<file path="src/rtl/serial_alu_ctrl_if.sv">
// serial_alu_ctrl_if -- handshake and operand/result bundle for serial_alu_ctrl.
// The master side issues start/op/a/b and observes busy/done/result/err.
// With SERIAL_ALU_OVF_EN defined the bundle also carries the ovf flag.
interface serial_alu_ctrl_if;
   logic        start;
   logic [5:0]  op;
   logic [31:0] a;
   logic [31:0] b;
   logic        busy;
   logic        done;
   logic [31:0] result;
   logic        err;
`ifdef SERIAL_ALU_OVF_EN
   logic        ovf;

   modport master (output start, op, a, b, input busy, done, result, err, ovf);
   modport slave  (input start, op, a, b, output busy, done, result, err, ovf);
`else
   modport master (output start, op, a, b, input busy, done, result, err);
   modport slave  (input start, op, a, b, output busy, done, result, err);
`endif
endinterface

</file>
<file path="src/rtl/serial_alu_ctrl.sv">
// serial_alu_ctrl -- bit-serial 32-bit ALU (AND, OR, ADD, SUB, SLT).
// One result bit per cycle through a single 1-bit slice, LSB first.
// Sequence: IDLE (accept) -> 32 RUN cycles -> FIN (done pulse) -> IDLE.
// Optional feature macro: SERIAL_ALU_OVF_EN adds the signed-overflow flag ovf.
module serial_alu_ctrl (
   input  logic              clk,
   input  logic              rst_n,
   serial_alu_ctrl_if.slave  bus
);

   localparam logic [5:0] OP_AND = 6'b100100;
   localparam logic [5:0] OP_OR  = 6'b100101;
   localparam logic [5:0] OP_ADD = 6'b100000;
   localparam logic [5:0] OP_SUB = 6'b100010;
   localparam logic [5:0] OP_SLT = 6'b101010;

   typedef enum logic [1:0] {
      S_IDLE = 2'd0,
      S_RUN  = 2'd1,
      S_FIN  = 2'd2
   } state_t;

   state_t      state_q, state_d;
   logic [4:0]  cnt_q, cnt_d;
   logic        carry_q, carry_d;
   logic [31:0] a_q, a_d;
   logic [31:0] b_q, b_d;
   logic [5:0]  op_q, op_d;
   // Holds the 31 already-computed low bits; bit 31 is merged in on the last RUN cycle.
   logic [30:0] sh_q, sh_d;
   logic [31:0] result_q, result_d;
   logic        busy_q, busy_d;
   logic        done_q, done_d;
   logic        err_q, err_d;
`ifdef SERIAL_ALU_OVF_EN
   logic        ovf_q, ovf_d;
`endif

   logic        a_bit_s;
   logic        b_bit_s;
   logic        sum_s;
   logic        cout_s;
   logic        slice_bit_s;

   // Returns 1 for the five implemented function codes.
   function automatic logic op_supported(input logic [5:0] op);
      logic ok;
      case (op)
         OP_AND, OP_OR, OP_ADD, OP_SUB, OP_SLT: ok = 1'b1;
         default:                               ok = 1'b0;
      endcase
      return ok;
   endfunction

   // Returns 1 for ops whose signed overflow is meaningful (ADD, SUB).
   function automatic logic op_is_addsub(input logic [5:0] op);
      logic hit;
      case (op)
         OP_ADD, OP_SUB: hit = 1'b1;
         default:        hit = 1'b0;
      endcase
      return hit;
   endfunction

   // Single 1-bit slice: operand LSBs, B inverted by op[1] so SUB/SLT form a - b.
   always_comb begin
      a_bit_s = a_q[0];
      b_bit_s = b_q[0] ^ op_q[1];
      sum_s   = a_bit_s ^ b_bit_s ^ carry_q;
      cout_s  = (a_bit_s & b_bit_s) | (a_bit_s & carry_q) | (b_bit_s & carry_q);
      case (op_q)
         OP_AND:                 slice_bit_s = a_bit_s & b_bit_s;
         OP_OR:                  slice_bit_s = a_bit_s | b_bit_s;
         OP_ADD, OP_SUB, OP_SLT: slice_bit_s = sum_s;
         default:                slice_bit_s = 1'b0;
      endcase
   end

   // Next-state and datapath update for the IDLE/RUN/FIN sequencer.
   always_comb begin
      state_d  = state_q;
      cnt_d    = cnt_q;
      carry_d  = carry_q;
      a_d      = a_q;
      b_d      = b_q;
      op_d     = op_q;
      sh_d     = sh_q;
      result_d = result_q;
      done_d   = 1'b0;
      err_d    = 1'b0;
`ifdef SERIAL_ALU_OVF_EN
      ovf_d    = 1'b0;
`endif
      case (state_q)
         S_IDLE: begin
            if (bus.start) begin
               state_d = S_RUN;
               a_d     = bus.a;
               b_d     = bus.b;
               op_d    = bus.op;
               cnt_d   = 5'd0;
               carry_d = bus.op[1];
            end else begin
               state_d = S_IDLE;
            end
         end
         S_RUN: begin
            sh_d    = {slice_bit_s, sh_q[30:1]};
            a_d     = {1'b0, a_q[31:1]};
            b_d     = {1'b0, b_q[31:1]};
            carry_d = cout_s;
            cnt_d   = cnt_q + 5'd1;
            if (cnt_q == 5'd31) begin
               state_d = S_FIN;
               done_d  = 1'b1;
               if (!op_supported(op_q)) begin
                  result_d = 32'd0;
                  err_d    = 1'b1;
               end else if (op_q == OP_SLT) begin
                  result_d = {31'd0, sum_s};
               end else begin
                  result_d = {slice_bit_s, sh_q};
               end
`ifdef SERIAL_ALU_OVF_EN
               ovf_d = op_is_addsub(op_q) & (carry_q ^ cout_s);
`endif
            end else begin
               state_d = S_RUN;
            end
         end
         S_FIN: begin
            state_d = S_IDLE;
         end
         default: begin
            state_d = S_IDLE;
         end
      endcase
      busy_d = (state_d == S_RUN) || (state_d == S_FIN);
   end

   // State, datapath and registered outputs; reset aborts any operation in progress.
   always_ff @(posedge clk or negedge rst_n) begin
      if (!rst_n) begin
         state_q  <= S_IDLE;
         cnt_q    <= 5'd0;
         carry_q  <= 1'b0;
         a_q      <= 32'd0;
         b_q      <= 32'd0;
         op_q     <= 6'd0;
         sh_q     <= 31'd0;
         result_q <= 32'd0;
         busy_q   <= 1'b0;
         done_q   <= 1'b0;
         err_q    <= 1'b0;
`ifdef SERIAL_ALU_OVF_EN
         ovf_q    <= 1'b0;
`endif
      end else begin
         state_q  <= state_d;
         cnt_q    <= cnt_d;
         carry_q  <= carry_d;
         a_q      <= a_d;
         b_q      <= b_d;
         op_q     <= op_d;
         sh_q     <= sh_d;
         result_q <= result_d;
         busy_q   <= busy_d;
         done_q   <= done_d;
         err_q    <= err_d;
`ifdef SERIAL_ALU_OVF_EN
         ovf_q    <= ovf_d;
`endif
      end
   end

   assign bus.busy   = busy_q;
   assign bus.done   = done_q;
   assign bus.result = result_q;
   assign bus.err    = err_q;
`ifdef SERIAL_ALU_OVF_EN
   assign bus.ovf    = ovf_q;
`endif

endmodule

</file>
<file path="src/flat_wrapper.sv">
// flat-port wrapper written by rule: the top's interface ports become plain ports
module serial_alu_ctrl_flat 
  (clk, rst_n, bus_start, bus_op, bus_a, bus_b, bus_busy, bus_done, bus_result, bus_err);
  serial_alu_ctrl_if bus_i ();
  input  logic clk;
  input  logic rst_n;
  input wire logic [$bits(bus_i.start)-1:0] bus_start;
  input wire logic [$bits(bus_i.op)-1:0] bus_op;
  input wire logic [$bits(bus_i.a)-1:0] bus_a;
  input wire logic [$bits(bus_i.b)-1:0] bus_b;
  output wire logic [$bits(bus_i.busy)-1:0] bus_busy;
  output wire logic [$bits(bus_i.done)-1:0] bus_done;
  output wire logic [$bits(bus_i.result)-1:0] bus_result;
  output wire logic [$bits(bus_i.err)-1:0] bus_err;
  assign bus_i.start = bus_start;
  assign bus_i.op = bus_op;
  assign bus_i.a = bus_a;
  assign bus_i.b = bus_b;
  assign bus_busy = bus_i.busy;
  assign bus_done = bus_i.done;
  assign bus_result = bus_i.result;
  assign bus_err = bus_i.err;
  serial_alu_ctrl u_core (.clk(clk), .rst_n(rst_n), .bus(bus_i));
endmodule
</file>
<file path="config.mk">
export PLATFORM = sky130hd
export DESIGN_NAME = serial_alu_ctrl_flat
export DESIGN_NICKNAME = d
export VERILOG_FILES = /design/src/rtl/serial_alu_ctrl_if.sv /design/src/rtl/serial_alu_ctrl.sv /design/src/flat_wrapper.sv
export SDC_FILE = /design/constraint.sdc
export NUM_CORES = 1
export LEC_CHECK = 0
export ABC_AREA = 0
export ABC_CLOCK_PERIOD_IN_PS = 2000
export CORE_ASPECT_RATIO = 0.6
export CORE_MARGIN = 4
export CORE_UTILIZATION = 43
export CTS_CLUSTER_DIAMETER = 200
export DETAILED_ROUTE_END_ITERATION = 10
export GPL_ROUTABILITY_DRIVEN = 0
export PLACE_DENSITY = 0.65
export RECOVER_POWER = 25
export SLEW_MARGIN = 20
export SYNTH_ARGS = -nofsm -noshare
export SYNTH_HDL_FRONTEND = slang
export SYNTH_SLANG_ARGS = --single-unit
</file>
<file path="constraint.sdc">
create_clock -name clk -period 2 [get_ports clk]
set_input_delay 0.2 -clock clk [delete_from_list [all_inputs] [get_ports clk]]
set_output_delay 0.2 -clock clk [all_outputs]
set_load 0.005 [all_outputs]
</file>
Word-level counts from Yosys, hierarchy flattened. Index checks and enable logic that the tools add are counted.

Register bits after elaboration: 144. Word-level logic and storage cells: 61.

Add/sub/neg operators: 1. Equal/unequal tests: 10. Mux-type cells: 22. Bitwise logic cells: 9. Reduce and logical (&&, ||, !) cells: 8.

Operator list (count): two-way mux 32 bit (4); case mux 32 bit (2 select lines) (2); == test 6 bit, second input constant (5); two-way mux 1 bit (10); case mux 5 bit (2 select lines) (1); AND reduction 2 bit (3); adder 5 x 1 -> 5 bit, second input constant (1); == test 5 bit, second input constant (1); two-way mux 5 bit (1); OR reduction 5 bit (1); == test 2 x 1 -> 1 bit, second input constant (2); case mux 2 bit (2 select lines) (1); bitwise AND 1 bit (3); OR 1 bit (3); case mux 1 bit (3 select lines) (1); OR reduction 3 bit (1); bitwise XOR 1 bit (3); == test 2 bit, second input constant (1); zero test 2 bit (1); two-way mux 2 bit (1); != test 2 bit, second input constant (1); case mux 1 bit (2 select lines) (1); nonzero test 2 bit (1); logical OR 1 bit (1).

Logic depth before layout (Yosys ltp).
Depth in word-level cells: 8. Gate-level depth with buffers: 7.

Worst setup path before layout. OpenSTA, ideal clock, no wires.

Path kind: register -> register. From: register u_core.cnt_q[0]. To: register u_core.result_q[10], in the netlist u_core.bus.result[10]. Arrival time: 1.583 ns. Required time: 1.935 ns. Slack: 0.352 ns. Cell stages (with the launch flop): 8. Path buffers: 1. Period minus slack after synthesis: 1.648 ns. Path through: dfrtp_1 ha_1 and3_1 ha_1 nand2_2 nor4_4 buf_4 a22o_1.

Longest elaborated chain between the ends: 2.

Ends and longest elaborated chain: start, declared (line serial_alu_ctrl.sv:24) `logic [4:0] cnt_q, cnt_d;`; start signal, assigned (line serial_alu_ctrl.sv:160) `cnt_q <= cnt_d;`; == test 5 bit (line serial_alu_ctrl.sv:113) `if (cnt_q == 5'd31) begin`; AND reduction 2 bit (no source line); end signal, assigned (line serial_alu_ctrl.sv:166) `result_q <= result_d;`; end, declared (line serial_alu_ctrl.sv:31) `logic [31:0] result_q, result_d;`.

No other way between the ends. A chain may end at the register's enable or synchronous reset.

Worst setup path in the final report.
From: register u_core.cnt_q[0]. To: register u_core.result_q[5], in the netlist u_core.bus.result[5].

The elaborated chain is that of the path after synthesis.

==> reports/qor.csv <==
metric,value,unit
r2r-end,u_core.bus.result[5]$_DFFE_PN0P_,
top_usage_layer,met1,
p_comb_share,21.6,%
timing.fmax,557,MHz
power_switching,2930,uW
hold_violations,0,
ios,108,
setup_violations,0,
die-area,0.0168,mm^2
end_kind,register,
firstDrtPassIters,5,
port-buffer-count,107,
met3_usage,5.12,%
ff2ff_path_depth,7,
max_slew_margin,37.1,%
fin_setup_tns,0,ns
p_int,6810,uW
drc,0,
cts-buffers-inserted,17,
rows,33,
synth.most_common_cell,dfrtp_1,
maxCapViolCount,0,
clkTransAtPathRegs,0.06,ns
ctsHoldBuffers,1,
whs,0.392,ns
htreeDepth,4,
via_per_inst,5.47,
antenna_found_initial,0,
cts_tree,yes,
grt_pass1_vias,4900,
reg2reg_slack,0.21,ns
dieWidth,164,um
cts_setup_buffers,0,
post-route-period-util,89.7,%
ys_seq_elements,143,
cts.root.buffer_cell,clkbuf_16,
yosysSeqAreaShare,56.7,%
synth.avg_cell_area,10.2,um^2
drt-total-wl,15700,um
ys.warnings.count,0,
hp-start,bus_start,
slew_violations,0,
p_clk_share,36.6,%
grt-ovfl-total,0,
vdd_drop_max,0.577,mV
rsz0062_at_grt,no,
period_needed,1.79,ns
drt_iter0_markers,340,
postSynthNetCount,700,
yosys.area.top_type_share,56.7,%
synth_edf_count,0,
fin_nets,796,
grt_util_met2,27.8,%
grt_pass1_wl,25600,um
status,finished clean,
hold_end,u_core.b_q[5]$_DFFE_PN0P_,
track_usage,19.2,%
dr_total_vias,5046,
cp_max_fo,31,
grt.met1_usage,28.9,%
dp_hpwl,10100,um
yosysUniqueCellTypes,31,
wire_per_inst,17.0,um
synth_area_leaders,"dfrtp_1 (57%), a22oi_1 (7.5%), nor2b_1 (6.5%)",
synth_top_area_cell,dfrtp_1,
synthTopCellsByCount,"dfrtp_1 (143), nand2_1 (95), o21ai_0 (67), nor2b_1 (66)",
cts_buffer_depth,2,
synthesis.area,0.00631,mm^2
die_h,102,um
core_region_area,0.0140,mm^2
r2r-start,u_core.cnt_q[0]$_DFFE_PN0P_,
start_util,45.1,%
cts-resized-gates,0,
p_sw_share,30.1,%
crit_type,register to register,
skew,0.0136,ns
worstPathArrival,2.14,ns
synth-main-ff-cell,dfrtp_1,
nFillCells,1117,
drive_above_1_share,9.03,%
n_antenna_cell,0,
worst_slew_pin_slew,0.943,ns
async_flop_share,100,%
powerDensity,1170,mW/mm^2
clkLatencyLatePin,0.42,ns
cp.required,2.35,ns
grt_max_degree,75,
cp-start-kind,register,
hold_class,input port to register,
synth_cells,622,
ant_nets,0,
pwr-share-seq,41.8,%
leakage,0.00371,uW
syn_to_final_growth,31.3,%
cts.sinks,143,
holdPathStages,5,
-- layout by cell type, fill, tap and decap left out, drive strengths merged --
cell type,n
a21oi,63
a211oi,1
clkinv,3
dlygate4sd3,1
nand2b,2
nor2b,66
nand2,96
o22ai,1
dfrtp,143
a2bb2oi,1
and3,1
fa,1
nor2,6
a22oi,63
a32o,1
mux2,7
ha,4
nand3b,1
nor4,2
clkbuf,20
o21ai,67
clkdlybuf4s50,105
o21bai,1
bufinv,5
nor3,1
nand4,1
a22o,35
buf,19
inv,11
xor2,1
mux2i,2
-- worst max-delay path, cell delays in order, from the launching register on --
cell and delay, ns:
dfrtp_1 0.40, ha_1 0.20, and3_1 0.17, ha_1 0.17, nand2_2 0.09, nor4_4 0.31, buf_12 0.22, a22o_1 0.16
-- metal layers --
layer | wire [um] | part of all wire (%)
met1 | 7870 | 50
met2 | 6720 | 43
met3 | 924 | 5.9
met4 | 142 | 0.91
met5 | 0 | 0
-- state kept, by name, summed over array words and instances (netlist names) --
register           count
u_core.a_q            32
u_core.b_q            32
u_core.bus.busy        1
u_core.bus.done        1
u_core.bus.err         1
u_core.bus.result     32
u_core.carry_q         1
u_core.cnt_q           5
u_core.op_q            6
u_core.sh_q           31
u_core.state_q         1
-- layout make-up --
cell class | count | area (um^2) | share of cell area (%)
clock inverter | 14 | 226 | 2.73
inverter | 5 | 18.8 | 0.226
tap | 192 | 240 | 2.90
multi-input combinational | 424 | 2530 | 30.5
sequential | 143 | 3580 | 43.2
timing repair buffer | 127 | 1260 | 15.2
clock buffer | 18 | 439 | 5.30
-- metrics by stage --
| stage | instance area, um^2 | instances | setup slack (ns) | power (uW) | util [%] |
|---|---|---|---|---|---|
| 2_1_floorplan | 6310 | 622 | 0.352 | 5430 | - |
| 3_3_place_gp | 7630 | 890 | 0.293 | 6090 | 54.5 |
| 3_5_place_dp | 7630 | 890 | 0.222 | 6210 | 54.5 |
| 4_1_cts | 8300 | 923 | 0.201 | 9790 | 59.3 |
| 5_1_grt | 8290 | 923 | 0.103 | 10300 | 59.2 |
| 6_report | 8290 | 923 | 0.206 | 9740 | 59.2 |
-- how the worst max path moves through the flow --
stage | end | from | cells past startpoint | slack, ns
2_1_floorplan | u_core.bus.result[10]$_DFFE_PN0P_ | u_core.cnt_q[0]$_DFFE_PN0P_ | 7 | 0.35
3_3_place_gp | u_core.bus.result[13]$_DFFE_PN0P_ | u_core.cnt_q[0]$_DFFE_PN0P_ | 7 | 0.29
3_5_place_dp | u_core.bus.result[6]$_DFFE_PN0P_ | u_core.cnt_q[0]$_DFFE_PN0P_ | 7 | 0.22
4_1_cts | bus_done | u_core.bus.done$_DFF_PN0_ | 2 | 0.20
5_1_grt | u_core.bus.result[14]$_DFFE_PN0P_ | u_core.cnt_q[0]$_DFFE_PN0P_ | 7 | 0.10
6_report | u_core.bus.result[5]$_DFFE_PN0P_ | u_core.cnt_q[0]$_DFFE_PN0P_ | 7 | 0.21
-- cell families (layout without fill, tap and decap cells) --
group                    Yosys count  count (layout)  share of synthesized area (%)
multiplexers                       9               9                           1.57
XOR/XNOR                           1               1                          0.139
buffers and inverters             55             164                           3.57
adder cells (fa/ha/maj)            5               5                           1.11
AO/OA/AOI/OAI                    233             233                           23.3
flip-flops                       143             143                           56.7
AND/OR/NAND/NOR                  176             176                           13.7
-- power groups by stage --
stage,sequential [uW],clock (uW),combinational (uW)
after floorplan,3940,0,1500
after global placement,4060,0,2030
after detailed placement,4090,0,2110
after CTS,4060,3610,2130
after global routing,4160,3740,2380
final,4070,3560,2110
Power figures use the tool's default switching activity.
==> variant 1: new RTL, config.mk and constraints unchanged <==
Reset style: synchronous (`rst_n`), changed in one clocked block.
--- a/src/rtl/serial_alu_ctrl.sv
+++ b/src/rtl/serial_alu_ctrl.sv
@@ -140,5 +140,5 @@
 
    // State, datapath and registered outputs; reset aborts any operation in progress.
-   always_ff @(posedge clk or negedge rst_n) begin
+   always_ff @(posedge clk) begin
       if (!rst_n) begin
          state_q  <= S_IDLE;
Behaviour: differs if rst_n is asserted again (counterexample within 4 cycles, from zero or initial values and one cycle with rst_n low); with rst_n held inactive, the same outputs for 10 cycles.
==> variant 1 against the original RTL <==
- synthesized cell count rose by 5.0%
- synthesized area fell by 5.8%
- sequential cell count rose by 1
- wire length fell by 9.2%
- sequential share of layout area fell by 5.7 points
- clock skew fell by 0.0034 ns
- cell area fell by 7.2%
- count of clock-buffer cells in the layout rose by 1
- worst setup slack got worse by 0.033 ns
Power is not compared: it rests on default switching activity, and its combinational part moved more than twofold at a synthesized area within 25%.
==> variant 1: results (changes against the original RTL) <==
metric,value,unit,change
outcome,completed,,
actual slew at the worst max-slew pin,1.088,ns,+0.1446 ns
Post-Place Setup Slack,0.1676,ns,-0.05461 ns
global-route wire length before repair,23.28,mm,-8.9%
Leakage,0.002764,uW,
ratio of cells with drive above 1 in the final layout,0.1120,,+0.02172
part of the Yosys area used for sequential elements,0.4847,,-0.08193
via count,4865,,-3.6%
largest net degree at the start of global routing,66,,-12%
hpwl dp,8.954,mm,-11%
vias in the first global route,4625,,-5.6%
GRT Total Usage,0.1764,,-0.01550
most frequent cells after synthesis,"dfxtp_1 (144), a21oi_1 (65), o21ai_0 (64)",,
worst-skew pair later-pin latency,0.41,ns,
drt first-iter violations,327,,-3.8%
clock slew at reported path FFs,0.06,ns,about the same
synth top area cells,"dfxtp_1 (48%), o22ai_1 (6.5%), a21oi_1 (5.5%)",,
Final nets,807,,+1.4%
syn nets,731,,+4.4%
Async SR Flop Fraction,0,,-1.000
clk_skew,0.01018,ns,-0.003404 ns
Yosys warnings,0,,unchanged
post-synth cell types,46,,+48%
WL met2,6.346,mm,-5.6%
wire length on met1,7.072,mm,-10%
DR WL met3,619,um,-33%
==> variant 1: changes by cell type after synthesis, moves of 7 or more <==
cell      delta
dfrtp_1    -143
nor2b_1     -55
mux2_2       -7
a22o_1      -35
buf_2       +16
a21boi_0    +31
a22oi_1     -59
nand3_1     +30
nand2_1     -33
dfxtp_1    +144
o31ai_2     +26
clkbuf_1     -7
o22ai_1     +61
inv_1       +30
==> variant 1: cell families (layout without fill, tap and decap cells) <==
| family | Yosys count | count (layout) | share of synthesized area |
|---|---|---|---|
| xor+xnor | 1 | 1 | 0.001473 |
| buf+inv | 101 | 189 | 0.07658 |
| compound gates | 271 | 271 | 0.3103 |
| flops | 144 | 144 | 0.4847 |
| fa+ha+maj | 5 | 5 | 0.01178 |
| simple gates | 124 | 124 | 0.1027 |
| mux | 7 | 7 | 0.01241 |
==> variant 1: stage by stage <==
stage               utilization  cell area (um2)  instances  hold WS [ns]
finish                   0.5841             7694        911        0.2264
global route             0.5841             7694        911        0.2229
CTS                      0.5855             7712        911        0.2174
detailed placement       0.5415             7133        880        0.4652
global placement         0.5415             7133        880        0.4525
floorplan                     -             5947        653        0.3691
==> variant 1: where the power goes <==
| group | total, uW | internal, uW | switching, uW |
|---|---|---|---|
| combinational | 670 | 334 | 336 |
| clock | 3080 | 1870 | 1210 |
| sequential | 3100 | 3020 | 82.7 |
==> variant 1: per-layer routing <==
layer,up-vias,track usage
met1,2260,0.2534
li1,2481,-
met5,-,0
met4,0,0.05155
met3,17,0.04306
met2,107,0.2649
==> variant 1: worst max-delay path, cell delays in order (launching register included) <==
cell and delay [ns]:
dfxtp_1 0.36, ha_1 0.21, and3_1 0.17, ha_1 0.23, nand4b_4 0.14, inv_2 0.10, o2111ai_4 0.11, buf_12 0.22
o31ai_1 0.19
==> variant 1: worst paths after layout <==
path / startpoint / slack (ns) / endpoint
worst max register to register: u_core.cnt_q[0]$_SDFFE_PN0P_ / 0.17 / u_core.bus.result[1]$_SDFFE_PN0P_
worst min register to register: u_core.sh_q[0]$_SDFFE_PN0P_ / 0.47 / u_core.sh_q[0]$_SDFFE_PN0P_
worst max-delay path: u_core.cnt_q[0]$_SDFFE_PN0P_ / 0.17 / u_core.bus.result[1]$_SDFFE_PN0P_
worst min-delay path: rst_n / 0.23 / u_core.b_q[11]$_SDFFE_PN0P_
==> variant 1: area by class of cell <==
class	instances	area (um2)
clock buffers	19	442.9
clock inverters	12	136.4
fillers	1140	5479
inverters	38	142.6
multi-input cells	408	2626
flip-flops and latches	144	2883
well taps	170	212.7
repair buffers	120	1250
==> variant 2: new RTL, same settings <==
Made on the original files. `a_q` no longer has a reset.
--- a/src/rtl/serial_alu_ctrl.sv
+++ b/src/rtl/serial_alu_ctrl.sv
@@ -145,5 +145,4 @@
          cnt_q    <= 5'd0;
          carry_q  <= 1'b0;
-         a_q      <= 32'd0;
          b_q      <= 32'd0;
          op_q     <= 6'd0;
@@ -160,5 +159,4 @@
          cnt_q    <= cnt_d;
          carry_q  <= carry_d;
-         a_q      <= a_d;
          b_q      <= b_d;
          op_q     <= op_d;
@@ -174,4 +172,8 @@
    end
 
+   always_ff @(posedge clk) begin
+      a_q <= a_d;
+   end
+
    assign bus.busy   = busy_q;
    assign bus.done   = done_q;
Check against the original RTL: same outputs for any inputs over 10 cycles, from zero or initial values and one cycle with rst_n low; that may be too few to reach the edited logic, so the function may still have changed.
==> variant 2 against the original RTL <==
- wire length down 12%
- worst setup slack lost 0.059 ns
- count of clock-buffer cells in the layout decreased by 1
- utilization is 1.5 points lower
- synthesized area fell by 3.7%
- total power decreased by 3.7%
- cell area is 4.2% lower
- first-iteration DRC count shrank 24%
- sequential cell count stayed put
- critical endpoint is now u_core.bus.result[15]$_DFFE_PN0P_
==> variant 2: results (changes against the original RTL) <==
metric,value,unit,change
outcome,completed,,
hold depth,2,,-3
clk_skew,0.01429,ns,+0.0007016 ns
Switching Power,2960,uW,+1.1%
ratio of cells with drive above 1 in the final layout,0.09000,,-0.0002873
most frequent cells after synthesis,"nand2_1 (187), dfrtp_1 (111), nor2b_1 (36)",,
global-route wire length before repair,23.34,mm,-8.7%
hold_sp,bus_op[0],,
Crit Path Max Fanout,31,,unchanged
vias per inst,5.044,,-7.7%
Async SR Flop Fraction,0.7762,,-0.2238
WL met2,5.929,mm,-12%
synth top area cells,"dfrtp_1 (46%), edfxtp_1 (16%), nand2_1 (12%)",,
part of the Yosys area used for sequential elements,0.6149,,+0.04827
drt first-iter violations,260,,-24%
largest net degree at the start of global routing,112,,+49%
Critical R2R Capture,u_core.bus.result[15]$_DFFE_PN0P_,,
syn nets,663,,-5.3%
wire length on met1,6.862,mm,-13%
actual slew at the worst max-slew pin,1.377,ns,+0.4338 ns
WP data arrival,2.20,ns,+0.06 ns
hpwl dp,9.216,mm,-8.5%
post-synth cell types,33,,+6.5%
reg2reg setup slack,0.15,ns,-0.06 ns
DR WL met3,889,um,-3.8%
Worst R2R Path Depth,7,,unchanged
initial antenna violation count,0,,unchanged
Leakage,0.003641,uW,-1.9%
Fill cells,1192,,+6.7%
Fin Hold WS,0.4160,ns,+0.02378 ns
DP Area,7400,um2,-3.0%
Hold Crit Endpoint,u_core.op_q[0]$_DFFE_PN0P_,,
Final nets,765,,-3.9%
final WL,13.80,mm,-12%
vias in the first global route,4500,,-8.2%
GRT Total Usage,0.1789,,-0.01302
Worst VDD drop,0.5114,mV,-11%
Post-synth EDFFs,32,,+32
variant 2: cell types whose count changed in the layout (fill, tap and decap cells not counted), sizes merged, moves of 5 or more:
cell,before,now
a21oi,63,34
bufinv,5,0
a22oi,63,32
nor2b,66,36
dfrtp,143,111
o21ai,67,35
edfxtp,0,32
nand2,96,188
variant 2: per-stage QoR:
step | setup slack [ns] | instances
after floorplan | 0.1876 | 585
after global placement | 0.2196 | 859
after detailed placement | 0.1473 | 859
after CTS | 0.1393 | 892
after global routing | 0.04025 | 892
final | 0.1468 | 892
variant 2: worst max-delay path: cells and delay by family (launching register included):
kind            cells  cell delay (ns)
compound gates      1             0.16
fa+ha+maj           2             0.40
buf+inv             1             0.23
flops               1             0.39
simple gates        3             0.61
variant 2: power by group through the flow:
stage               combinational [uW]  clock (uW)  sequential, uW
detailed placement                2150           0            4360
floorplan                         1500           0            4210
CTS                               2160        3000            4320
global placement                  2040           0            4320
global route                      2470        3140            4430
finish                            2130        2930            4320
variant 2: kinds of logic (layout without fill, tap and decap cells):
group           Yosys count  count (layout)  synth area share
flops                   143             143            0.6149
xor+xnor                  1               1          0.001441
buf+inv                  47             162           0.03457
mux                       9               9           0.01626
compound gates          138             138            0.1492
fa+ha+maj                 5               5           0.01153
simple gates            242             242            0.1721
variant 2: per-layer routing:
layer	global-route usage	up-vias
li1	-	2201
met1	0.2691	2159
met2	0.2577	127
met3	0.04678	12
met4	0.04915	0
met5	0	-
variant 2: layout make-up:
class	count	area, um2	area share
flip-flops and latches	143	3739	0.4705
multi-input cells	395	2143	0.2697
repair buffers	124	1249	0.1571
clock buffers	17	425.4	0.05353
well taps	192	240.2	0.03023
clock inverters	15	123.9	0.01559
inverters	6	26.28	0.003307
variant 2: what timing repair did:
| item | 4_1_cts | 5_1_grt |
|---|---|---|
| hold endpoints to repair | 111 | 0 |
| setup buffers | 0 | 0 |
| gates resized for setup | 0 | 0 |
| hold buffers | 1 | 0 |
variant 2: how the worst max path moves through the flow:
stage / startpoint / end / slack (ns) / depth (start not counted)
floorplan: u_core.state_q[0]$_DFF_PN0_ / u_core.a_q[0]$_DFFE_PP_ / 0.19 / 5
global placement: u_core.cnt_q[0]$_DFFE_PN0P_ / u_core.bus.result[17]$_DFFE_PN0P_ / 0.22 / 7
detailed placement: u_core.cnt_q[0]$_DFFE_PN0P_ / u_core.bus.result[15]$_DFFE_PN0P_ / 0.15 / 7
CTS: u_core.cnt_q[0]$_DFFE_PN0P_ / u_core.bus.result[15]$_DFFE_PN0P_ / 0.14 / 7
global route: u_core.cnt_q[1]$_DFFE_PN0P_ / u_core.bus.result[5]$_DFFE_PN0P_ / 0.04 / 7
finish: u_core.cnt_q[0]$_DFFE_PN0P_ / u_core.bus.result[15]$_DFFE_PN0P_ / 0.15 / 7
